<file path="config.mk">
export PLATFORM = sky130hd
export DESIGN_NAME = pipe_intr_sequencer
export DESIGN_NICKNAME = d
export VERILOG_FILES = /design/src/rtl/pcpu_intr_pkg.sv /design/src/rtl/intr_prio_enc.sv /design/src/rtl/pipe_intr_sequencer.sv
export SDC_FILE = /design/constraint.sdc
export NUM_CORES = 1
export LEC_CHECK = 0
export ABC_CLOCK_PERIOD_IN_PS = 2000
export CAP_MARGIN = 25
export CORE_ASPECT_RATIO = 1.2
export CORE_MARGIN = 2
export CORE_UTILIZATION = 40
export DETAILED_ROUTE_END_ITERATION = 10
export PLACE_DENSITY = 0.81
export SYNTH_ARGS = -nofsm -noshare
export SYNTH_HDL_FRONTEND = slang
export SYNTH_HIERARCHICAL = 1
export SYNTH_SLANG_ARGS = --single-unit
export TNS_END_PERCENT = 20
</file>
<file path="constraint.sdc">
create_clock -name clk -period 2 [get_ports clk]
set_clock_uncertainty 0.15 [all_clocks]
set_input_delay 0.3 -clock clk [delete_from_list [all_inputs] [get_ports clk]]
set_output_delay 0.3 -clock clk [all_outputs]
set_load 0.05 [all_outputs]
</file>
<file path="src/rtl/pcpu_intr_pkg.sv">
// Shared definitions for the pipelined CPU interrupt sequencer: state encoding,
// default vector layout and status register bit positions.
package pcpu_intr_pkg;

    typedef enum logic [1:0] {
        ST_IDLE    = 2'd0,
        ST_SERVICE = 2'd1,
        ST_HOLDOFF = 2'd2
    } intr_state_t;

    localparam logic [31:0] DEF_HANDLER_BASE = 32'h0000_0040;
    localparam int          DEF_VEC_STRIDE   = 8;

    localparam int STATUS_GIE_BIT  = 0;
    localparam int STATUS_MASK_LSB = 1;

    // Handler vector address, wrapping modulo 2^32.
    function automatic logic [31:0] vec_addr(input logic [31:0] base, input int stride,
                                             input int idx);
        return base + (32'(idx) * 32'(stride));
    endfunction

endpackage

</file>
<file path="src/rtl/intr_prio_enc.sv">
// Lowest-index-first priority encoder over the eligible interrupt vector.
module intr_prio_enc #(
    parameter int N    = 4,
    parameter int ID_W = (N > 1) ? $clog2(N) : 1
) (
    input  logic [N-1:0]    req,
    output logic [ID_W-1:0] id,
    output logic            valid
);

    // Scan from the top down so the lowest set index is the last write.
    always_comb begin
        id    = '0;
        valid = 1'b0;
        for (int i = N - 1; i >= 0; i--) begin
            if (req[i]) begin
                id    = ID_W'(i);
                valid = 1'b1;
            end
        end
    end

endmodule

</file>
<file path="src/rtl/pipe_intr_sequencer.sv">
// Interrupt entry/exit sequencer: captures IRQ edges, takes the highest priority
// request at a safe point in ID, and handles eret return plus a hold-off window.
module pipe_intr_sequencer
    import pcpu_intr_pkg::*;
#(
    parameter int          NUM_IRQ      = 4,
    parameter logic [31:0] HANDLER_BASE = DEF_HANDLER_BASE,
    parameter int          VEC_STRIDE   = DEF_VEC_STRIDE,
    parameter int          HOLD_CYCLES  = 2
) (
    input  logic               clk,
    input  logic               rst,
    input  logic [NUM_IRQ-1:0] irq,
    input  logic               status_we,
    input  logic [NUM_IRQ:0]   status_wdata,
    input  logic               eret,
    input  logic               id_ctrl_busy,
    input  logic               pipe_stall,
    input  logic [31:0]        id_pc,
    output logic               flush_if_id,
    output logic               flush_id_ex,
    output logic               pc_sel,
    output logic [31:0]        pc_target,
    output logic [NUM_IRQ-1:0] irq_ack,
    output logic [31:0]        epc,
    output logic [NUM_IRQ:0]   status,
    output logic               in_service,
    output logic [1:0]         state_dbg
);

    localparam int ID_W = (NUM_IRQ > 1) ? $clog2(NUM_IRQ) : 1;

    intr_state_t        state, state_nxt;
    logic [NUM_IRQ-1:0] irq_q;
    logic [NUM_IRQ-1:0] pending;
    logic [NUM_IRQ-1:0] mask;
    logic               gie;
    logic [3:0]         cnt;
    logic [ID_W-1:0]    id;
    logic               id_valid;
    logic               take;
    logic               do_ret;

    intr_prio_enc #(.N(NUM_IRQ), .ID_W(ID_W)) u_prio (
        .req   (pending & mask),
        .id    (id),
        .valid (id_valid)
    );

    always_comb begin
        state_nxt   = state;
        take        = 1'b0;
        do_ret      = 1'b0;
        flush_if_id = 1'b0;
        flush_id_ex = 1'b0;
        pc_sel      = 1'b0;
        pc_target   = '0;
        irq_ack     = '0;
        case (state)
            ST_IDLE: begin
                if (gie && id_valid && !id_ctrl_busy && !pipe_stall) begin
                    take        = 1'b1;
                    flush_if_id = 1'b1;
                    flush_id_ex = 1'b1;
                    pc_sel      = 1'b1;
                    pc_target   = vec_addr(HANDLER_BASE, VEC_STRIDE, int'(id));
                    irq_ack     = NUM_IRQ'(1) << id;
                    state_nxt   = ST_SERVICE;
                end
            end
            ST_SERVICE: begin
                // Only ID/EX survives: eret itself is the instruction leaving ID.
                if (eret && !pipe_stall) begin
                    do_ret      = 1'b1;
                    flush_if_id = 1'b1;
                    pc_sel      = 1'b1;
                    pc_target   = epc;
                    state_nxt   = ST_HOLDOFF;
                end
            end
            ST_HOLDOFF: begin
                if (cnt <= 4'd1) state_nxt = ST_IDLE;
            end
            default: state_nxt = ST_IDLE;
        endcase
    end

    always_ff @(posedge clk or posedge rst) begin
        if (rst) state <= ST_IDLE;
        else     state <= state_nxt;
    end

    // A new edge on the acked line in the same cycle keeps the bit set.
    always_ff @(posedge clk or posedge rst) begin
        if (rst) begin
            irq_q   <= '0;
            pending <= '0;
        end else begin
            irq_q   <= irq;
            pending <= (pending & ~irq_ack) | (irq & ~irq_q);
        end
    end

    always_ff @(posedge clk or posedge rst) begin
        if (rst) begin
            gie  <= 1'b0;
            mask <= '0;
            epc  <= '0;
            cnt  <= '0;
        end else begin
            if (status_we) mask <= status_wdata[NUM_IRQ:STATUS_MASK_LSB];
            if (take)                gie <= 1'b0;
            else if (do_ret)         gie <= 1'b1;
            else if (status_we)      gie <= status_wdata[STATUS_GIE_BIT];
            if (take) epc <= id_pc;
            if (do_ret)                   cnt <= 4'(HOLD_CYCLES);
            else if (state == ST_HOLDOFF) cnt <= cnt - 4'd1;
        end
    end

    assign status     = {mask, gie};
    assign in_service = (state == ST_SERVICE);
    assign state_dbg  = state;

endmodule

</file>
# Word level (Yosys, flattened, before mapping)
# Cells that the tools add are included.
word_totals:
  regBits: 51
op_classes:
  add_sub_neg: 2
  order_cmp: 1
  eq_ne: 5
  shifts: 1
  mux: 27
  bitwise_logic: 6
  reduce_logical: 10
ops:
  columns: ["op", "count"]
  rows:
  - ["$pmux 32 s2", 1]
  - ["$mux 32", 1]
  - ["$mux 4", 4]
  - ["$mux 2", 7]
  - ["$and 4x4->4", 3]
  - ["$mux 1", 11]
  - ["$add 7x5->8 const A", 1]
  - ["$mux 8", 1]
  - ["$not 4->4", 2]
  - ["$pmux 2 s3", 1]
  - ["$le 4x1->1 const B", 1]
  - ["$logic_and 1x1->1", 4]
  - ["$ne 2x2->1 const B", 2]
  - ["$or 4x4->4", 1]
  - ["$shl 1x2->4 const A", 1]
  - ["$sub 4x1->4 const B", 1]
  - ["$reduce_and 3->1", 1]
  - ["$reduce_bool 3->1", 1]
  - ["$eq 2x1->1 const B", 1]
  - ["$eq 2x2->1 const B", 1]
  - ["$logic_not 1->1", 2]
  - ["$logic_not 2->1", 1]
  - ["$ne 2x1->1 const B", 1]
  - ["$pmux 1 s2", 1]
  - ["$reduce_bool 2->1", 1]

# Logic depth before layout (Yosys ltp)
# Gate-level depths: netlist of the first run.
depth:
  word_depth: 13
  mapped_depth: 8
  depth_no_buf: 7

# Modules after synthesis
# Netlist of the first run, hierarchy kept.
by_module_without_submodules:
  columns: ["mod", "n_inst", "cells_per_inst", "area_each_um2", "seq_area_each_um2"]
  rows:
  - ["pipe_intr_sequencer", 1, 183, 2402.3, 1276.2]
  - ["intr_prio_enc", 1, 7, 35.0, 0.0]

# Worst setup path after synthesis of the first run
# Ideal clock, no wire load.
synth_timing:
  path_type: "reg2out"
  startpoint: "register mask[0]"
  endpoint: "output pc_target[3]"
  t_arrival_ps: 2096
  required_ps: 1550
  path_slack_ps: -546
  path_stages_with_launch: 9
  n_path_buf: 1
  cell_sequence: "dfrtp_1 > and2_1 > nor2_1 > nand2_1 > nor2b_1 > nand2_2 > clkinv_4 > buf_8 > a22o_1"
synth_via:
  elab_chain_cells: 7
  elab_cells_between_ends: 9
  cone_classes: "1 x add/sub; 4 x mux; 1 x bitwise; 3 x reduce/logical"
synth_rtl:
  columns: ["item", "line_no", "source"]
  rows:
  - ["from (decl)", "pipe_intr_sequencer.sv:36", "logic [NUM_IRQ-1:0] mask;"]
  - ["from (signal assigned)", "pipe_intr_sequencer.sv:111", "if (status_we) mask <= status_wdata[NUM_IRQ:STATUS_MASK_LSB];"]
  - ["$and 4x4->4", "pipe_intr_sequencer.sv:45", ".req (pending & mask),"]
  - ["$mux 1", "intr_prio_enc.sv:16", "if (req[i]) begin"]
  - ["via id_valid", "pipe_intr_sequencer.sv:40", "logic id_valid;"]
  - ["$logic_and 1x1->1 (3 in a row)", "pipe_intr_sequencer.sv:61", "if (gie && id_valid && !id_ctrl_busy && !pipe_stall) begin"]
  - ["$mux 8", "pipe_intr_sequencer.sv:61", null]
  - ["$pmux 32 s2", "pipe_intr_sequencer.sv:59", "case (state)"]
  - ["to (decl)", "pipe_intr_sequencer.sv:23", "output logic [31:0] pc_target,"]
# The timed path passes the listed nets, and every way through them passes these cells.

# Final worst setup path of the first run
layout_timing:
  startpoint: "register state[1] (netlist: state_dbg[1])"
  endpoint: "output flush_id_ex"
layout_via:
  elab_chain_cells: 2
layout_rtl:
  columns: ["item", "line_no", "source"]
  rows:
  - ["from (decl)", "pipe_intr_sequencer.sv:33", "intr_state_t state, state_nxt;"]
  - ["from (signal assigned)", "pipe_intr_sequencer.sv:90", "else state <= state_nxt;"]
  - ["$logic_not 2->1", "pipe_intr_sequencer.sv:59", null]
  - ["$mux 1", "pipe_intr_sequencer.sv:59", null]
  - ["to (decl)", "pipe_intr_sequencer.sv:21", "output logic flush_id_ex,"]
# No other way between the ends.

==> results of run 1 <==
report_power, final:
part / total, mW / internal (mW) / switching (mW)
Clock: 0.729 / 0.405 / 0.324
Sequential: 1.83 / 1.45 / 0.379
Combinational: 4.21 / 1.87 / 2.34
worst max-delay path: cells and delay by family (launching register included):
| family | cells | cell delay [ns] |
|---|---|---|
| buf+inv | 5 | 0.58 |
| flops | 1 | 0.44 |
| simple gates | 2 | 0.40 |
what timing repair did:
item / 4_1_cts / 5_1_grt
pin swaps: 35 / 9
cloned: 0 / 4
hold endpoints to repair: 0 / 0
buffers inserted: 11 / 6
endpoints found under the setup margin: 41 / 82
gates resized for setup: 41 / 38
cells by family after synthesis:
kind of cell | Yosys count | share of synthesized area, %
xor+xnor | 1 | 0.359
mux | 38 | 20.5
compound gates | 13 | 3.80
simple gates | 62 | 16.1
flops | 51 | 52.4
buf+inv | 23 | 5.85
fa+ha+maj | 2 | 1.03
through the flow:
stage                     TNS, ns  worst slack (ns)  power, mW  hold slack (ns)
after floorplan            -0.352            -0.112       4.22            0.181
after global placement      -6.30            -0.130       5.59            0.266
after detailed placement    -7.51            -0.168       5.67            0.281
after CTS                   -3.14            -0.190       6.56            0.206
after global routing        -8.60            -0.268       7.08            0.226
final                       -4.76            -0.184       6.77            0.196
path summary, 6_finish.rpt:
path | start | to | cells after the start
setup reg to reg | state_dbg[1] | epc[31] | 8
min in group clk | irq_q[1] | pending[1] | 1
hold reg to reg | irq_q[1] | pending[1] | 1
hold / removal | rst | epc[25] | 2
max in group asynchronous | rst | state_dbg[1] | 3
setup / recovery | state_dbg[1] | flush_id_ex | 7
layout by cell type (no fill, tap or decap), drive strengths merged, types with 2 or more instances in the layout:
cell type	count
a21oi	2
a22o	5
and2	33
buf	78
clkbuf	10
clkdlybuf4s50	63
clkinv	2
dfrtp	51
dlygate4sd2	4
dlymetal6s2s	13
ha	2
inv	13
mux2	36
mux2i	2
nand2	7
nor2	6
nor3	3
o21ai	3
o22ai	2
flip-flops by register name (all words and copies together), names as in the netlist:
register,cells
cnt,4
epc,32
gie,1
irq_q,4
mask,4
pending,4
state_dbg,2
cell usage after synthesis (2+ instances only):
cell	instances	area, µm²
nor3_1	3	15.0
and2_1	33	206
o21ai_0	3	15.0
nor2_1	6	22.5
clkbuf_1	4	15.0
buf_4	2	15.0
mux2_1	6	67.6
mux2_4	20	300
a22o_1	5	43.8
inv_1	13	48.8
mux2i_1	2	20.0
mux2_2	10	113
buf_12	2	40.0
o22ai_1	2	12.5
nand2_1	6	22.5
ha_1	2	25.0
dfrtp_1	51	1280
layout make-up:
class / instances / area, µm²
clock buffers: 6 / 82.6
flip-flops and latches: 51 / 1280
fillers: 343 / 1050
clock inverters: 2 / 35.0
repair buffers: 162 / 2130
inverters: 14 / 65.1
multi-input cells: 116 / 1220
well taps: 82 / 103
routing by layer:
layer  routed length, µm  up-vias
li1                    -      960
met5                   0        -
met1                2980     1023
met2                4310       81
met4                 124        0
met3                 481        9
==> results.ini, run 1 <==
[status]
outcome = finished with violations
failing_checks = negative setup slack

[sta]
timing_worst_slew_pin_value_ns = 0.552
final_critical_path_setup_slack_ns = -0.184
min_period_ns = 2.18
finalHoldViolations = 0
final_min_period_over_clock_period_pct = 109
final-max-slew-violation-count = 0
fmaxAchievable_ghz = 0.458
grt_setup_unrepaired = true
max_slew_margin_pct = 63.1
setup_viol_count_final = 62

[pwr]
power_per_cell_area_mw_per_mm2 = 1380
power_leakage_nw = 2.34
max-vdd-ir-drop_uv = 1090

[synthesis]
yosys_warnings = 6
ys_seq_elements = 51
netlist_instances = 190
synth_top_flop_cell = dfrtp_1
synth-async-reset-ratio_pct = 100
share_of_the_yosys_chip_area_belonging_to_registers_pct = 52.4
synth-edff-count = 0
netlist-cell-type-count = 37
syn-cell-area_mm2 = 0.00244
synthesis.nets = 239
post_synth.cell_area_avg_um2 = 12.8

[die]
ioPinCount = 126
fp.coreArea_mm2 = 0.00597
core.rowCount = 31
width_of_the_die_um = 75.3
initial_utilization_pct = 40.8
design.die.area_mm2 = 0.00674
dieHeight_um = 89.5

[final_layout]
fin_cells = 433
final_design_area_no_fill_mm2 = 0.00492
antenna_cells = 0
flow.area_growth_from_synthesis_pct = 102
design.final.nets = 399
drive_gt1_share_pct = 51.6
final_core_utilization_pct = 82.4

[global_routing]
first_global_vias = 2221
grtUsageTotal_pct = 21.5
grt_antenna_before_repair = 0
grt_first_pass_wirelength_mm = 10.7
globalRouteMet2Util_pct = 39.3
groute.layer.met3.usage_pct = 6.20
grt_remaining_overflow = 0
gr-max-usage-layer = met2
grt.met1_usage_pct = 24.1
grt_start_max_net_pins = 35

[worst_setup_path]
timing.reg2reg.setup_slack_ns = -0.05
cp-start-kind = flip-flop
critical-path-max-stage-delay_ns = 0.44
worst-setup-path-type = reg -> out
critical_path_required_ns = 1.55
crit_path_max_fanout = 3
timing.critical_path.mode_cell = buf_12
crit_slowest_cell = dfrtp_2
path_cells = nor4b_4 -> buf_4 -> nand2_8 -> clkinv_8 -> buf_12 -> buf_12 -> buf_12
worst-endpoint-arrival_ns = 1.73
critPathCaptureType = output pin

[clock_network]
ctsHtreeMaxLevel = 2
cts_tree = yes
cts.sinks = 51
cts_root_buf = clkbuf_8
cts-root-to-sink-buffers = 2
cts.hold.buffers_added = 0
cts-buffers-inserted = 5
clock_pin_slew_of_the_registers_on_the_worst_case_setup_and_hold_paths_ns = 0.09
clock_latency_ns = 0.29

[placement]
place.detailed.hpwl_mm = 5.04
place_area_mm2 = 0.00438
dp_cells = 404
count_of_port_buffers_added_during_placement = 125
place.gp.congestion = 0.749

[flow_run]
drv_cap = 0

[route]
routed-via-count = 2073
drt_pass1_iterations = 4
drtIter0Drc = 86
postRouteAntennaNets = 0
drcViolationCount = 0
detail_route.wirelength_mm = 7.90
vias_per_cell = 4.79
detail_route.wl_per_cell_um = 18.2

[min_path]
hold_path.class = in -> async

Power figures use the tool's default switching activity.
==> run 2: changes to the inputs <==
--- a/config.mk
+++ b/config.mk
@@ -11,7 +11,7 @@
 export CORE_MARGIN = 2
 export CORE_UTILIZATION = 40
 export DETAILED_ROUTE_END_ITERATION = 10
-export PLACE_DENSITY = 0.81
+export PLACE_DENSITY = 0.83
 export SYNTH_ARGS = -nofsm -noshare
 export SYNTH_HDL_FRONTEND = slang
 export SYNTH_HIERARCHICAL = 1
==> results.ini, run 2 (synthesis results as in run 1) <==
[status]
outcome = finished with violations
failing_checks = negative setup slack

[pwr]
finalPower_mw = 6.49  ; -4.2%
power_per_cell_area_mw_per_mm2 = 1360  ; -0.90%
max-vdd-ir-drop_uv = 970  ; -11%
power_leakage_nw = 2.25  ; -3.9%

[worst_setup_path]
timing.critical_path.max_delay_family = buffers and inverters
crit_path_max_fanout = 5  ; +2
setup.worst_path.start = mask[3]
timing.critical_path.mode_cell = buf_4
worst-setup-path-type = reg -> out
critical-path-max-stage-delay_ns = 0.42  ; -0.02 ns
crit_slowest_cell = dfrtp_2
critical_path_required_ns = 1.55  ; about the same
critPathCaptureType = output pin
cp-start-kind = flip-flop
buffers_inverters_on_critical_path = 4  ; -1
r2r-start = mask[3]
path_cells = and2_4 -> nor2_4 -> buf_4 -> nor3_2 -> buf_4 -> buf_4 -> a22o_4 -> buf_12
timing.reg2reg.setup_slack_ns = -0.03  ; +0.02 ns
worst-endpoint-arrival_ns = 1.79  ; +0.06 ns

[clock_network]
ctsHtreeMaxLevel = 2  ; unchanged
cts-buffers-inserted = 5  ; unchanged
cts.hold.buffers_added = 0  ; unchanged
cts_tree = yes
clock_pin_slew_of_the_registers_on_the_worst_case_setup_and_hold_paths_ns = 0.09  ; about the same
cts.sinks = 51  ; unchanged
clock_latency_ns = 0.29  ; about the same
cts-root-to-sink-buffers = 2  ; unchanged
cts_root_buf = clkbuf_8

[final_layout]
flow.area_growth_from_synthesis_pct = 95.3
antenna_cells = 0  ; unchanged
final_core_utilization_pct = 79.7  ; -2.7 points
drive_gt1_share_pct = 50.4  ; -1.1 points
mostFrequentLayoutCells = clkdlybuf4s50_1 (67), dfrtp_1 (45), buf_12 (44)
fin_cells = 435  ; +0.46%
design.final.nets = 401  ; +0.50%
final_common_cell = clkdlybuf4s50_1
max_flop_register = epc
largest_register_ffs = 32  ; unchanged

[sta]
final-max-slew-violation-count = 0  ; unchanged
setup_viol_count_final = 46  ; -26%
finalHoldViolations = 0  ; unchanged
grt_setup_unrepaired = true
min_period_ns = 2.24  ; +0.0594 ns
max_slew_margin_pct = 65.1  ; +2.0 points
fmaxAchievable_ghz = 0.446  ; -2.6%
final_min_period_over_clock_period_pct = 112  ; +3.0 points
timing_worst_slew_pin_value_ns = 0.522  ; -0.0295 ns
final_critical_path_setup_slack_ns = -0.244  ; -0.0594 ns

[die]
ioPinCount = 126  ; unchanged
fp.coreArea_mm2 = 0.00597  ; unchanged
dieHeight_um = 89.5  ; unchanged
core.rowCount = 31  ; unchanged
design.die.area_mm2 = 0.00674  ; unchanged
initial_utilization_pct = 40.8  ; unchanged
width_of_the_die_um = 75.3  ; unchanged

[global_routing]
first_global_vias = 2187  ; -1.5%
grt_antenna_before_repair = 0  ; unchanged
grt_remaining_overflow = 0  ; unchanged
grt_start_max_net_pins = 52  ; +49%
grt_first_pass_wirelength_mm = 10.4  ; -3.2%
grtUsageTotal_pct = 20.6  ; -0.90 points

[route]
met3_wire_length_um = 477  ; -0.83%
drcViolationCount = 0  ; unchanged
vias_per_cell = 4.77  ; -0.41%
met1_wire_length_mm = 2.63  ; -12%
drt_pass1_iterations = 4  ; unchanged
drtIter0Drc = 53  ; -38%
detail_route.wl_per_cell_um = 16.3  ; -11%
routed-via-count = 2074  ; +0.048%
topRoutingLayerUsed = met4
detail_route.wirelength_mm = 7.10  ; -10%
postRouteAntennaNets = 0  ; unchanged
route.met2.wl_mm = 3.85  ; -11%

[placement]
count_of_port_buffers_added_during_placement = 125  ; unchanged
dp_cells = 408  ; +0.99%
place.gp.congestion = 0.780  ; +4.2%
place.detailed.hpwl_mm = 5.03  ; -0.16%

[flow_run]
drv_cap = 0  ; unchanged

[min_path]
hold_path.class = in -> async

==> run 2: cell types whose count changed in the layout (fill, tap and decap cells not counted), moves of 2 or more <==
cell / before / now
clkbuf_16: 4 / 1
dlymetal6s2s_1: 13 / 9
buf_12: 48 / 44
and2_2: 0 / 3
mux2_1: 2 / 6
clkdlybuf4s50_1: 63 / 67
mux2_4: 30 / 20
buf_6: 4 / 6
mux2_2: 4 / 10
and2_4: 33 / 30
buf_4: 26 / 32
==> run 2: path summary, 6_finish.rpt <==
kind | to | cells after the start
hold reg to reg | pending[1] | 1
setup reg to reg | epc[16] | 10
max in group asynchronous | mask[2] | 3
setup / recovery | pc_target[4] | 8
min in group clk | pending[1] | 1
hold / removal | cnt[1] | 3
==> run 2: what timing repair did <==
action                     in CTS  in global routing
setup endpoints to repair      40                 54
cloned                          0                  1
pin swaps                      11                 20
setup buffers                  15                  5
gates resized for setup        11                 45
==> run 2: through the flow <==
stage / setup slack [ns] / cell area [µm²] / hold slack (ns) / setup TNS (ns)
2_1_floorplan: -0.112 / 2540 / 0.181 / -0.352
3_3_place_gp: -0.148 / 4390 / 0.265 / -6.76
3_5_place_dp: -0.152 / 4390 / 0.283 / -7.74
4_1_cts: -0.203 / 4610 / 0.225 / -5.80
5_1_grt: -0.297 / 4760 / 0.248 / -8.45
6_report: -0.244 / 4760 / 0.228 / -5.60
==> run 2: report_power, final <==
part	switching [mW]	internal, mW
logic	2.28	1.75
clock network	0.322	0.316
registers	0.370	1.45
total	2.97	3.52
==> run 2: final cells by class <==
class | count | area [µm²]
Clock buffer | 8 | 100
Fill cell | 369 | 1210
Inverter | 14 | 65.1
Multi-Input combinational cell | 116 | 1160
Sequential cell | 51 | 1280
Tap cell | 82 | 103
Timing Repair Buffer | 164 | 2050
==> run 2: layer usage <==
layer / up-vias / track usage, %
li1: 956 / -
met1: 1024 / 23.5
met2: 80 / 36.7
met3: 14 / 6.43
met4: 0 / 6.38
met5: - / 0
==> run 2: worst register-to-register path: stages (launching register included) <==
cell and delay, ns:
dfrtp_2 0.42, and2_4 0.15, nor2_4 0.12, nand2_1 0.06, nor2b_4 0.13, nand2_4 0.11
clkinv_8 0.08, buf_12 0.14, buf_8 0.13, buf_12 0.13, mux2_1 0.30
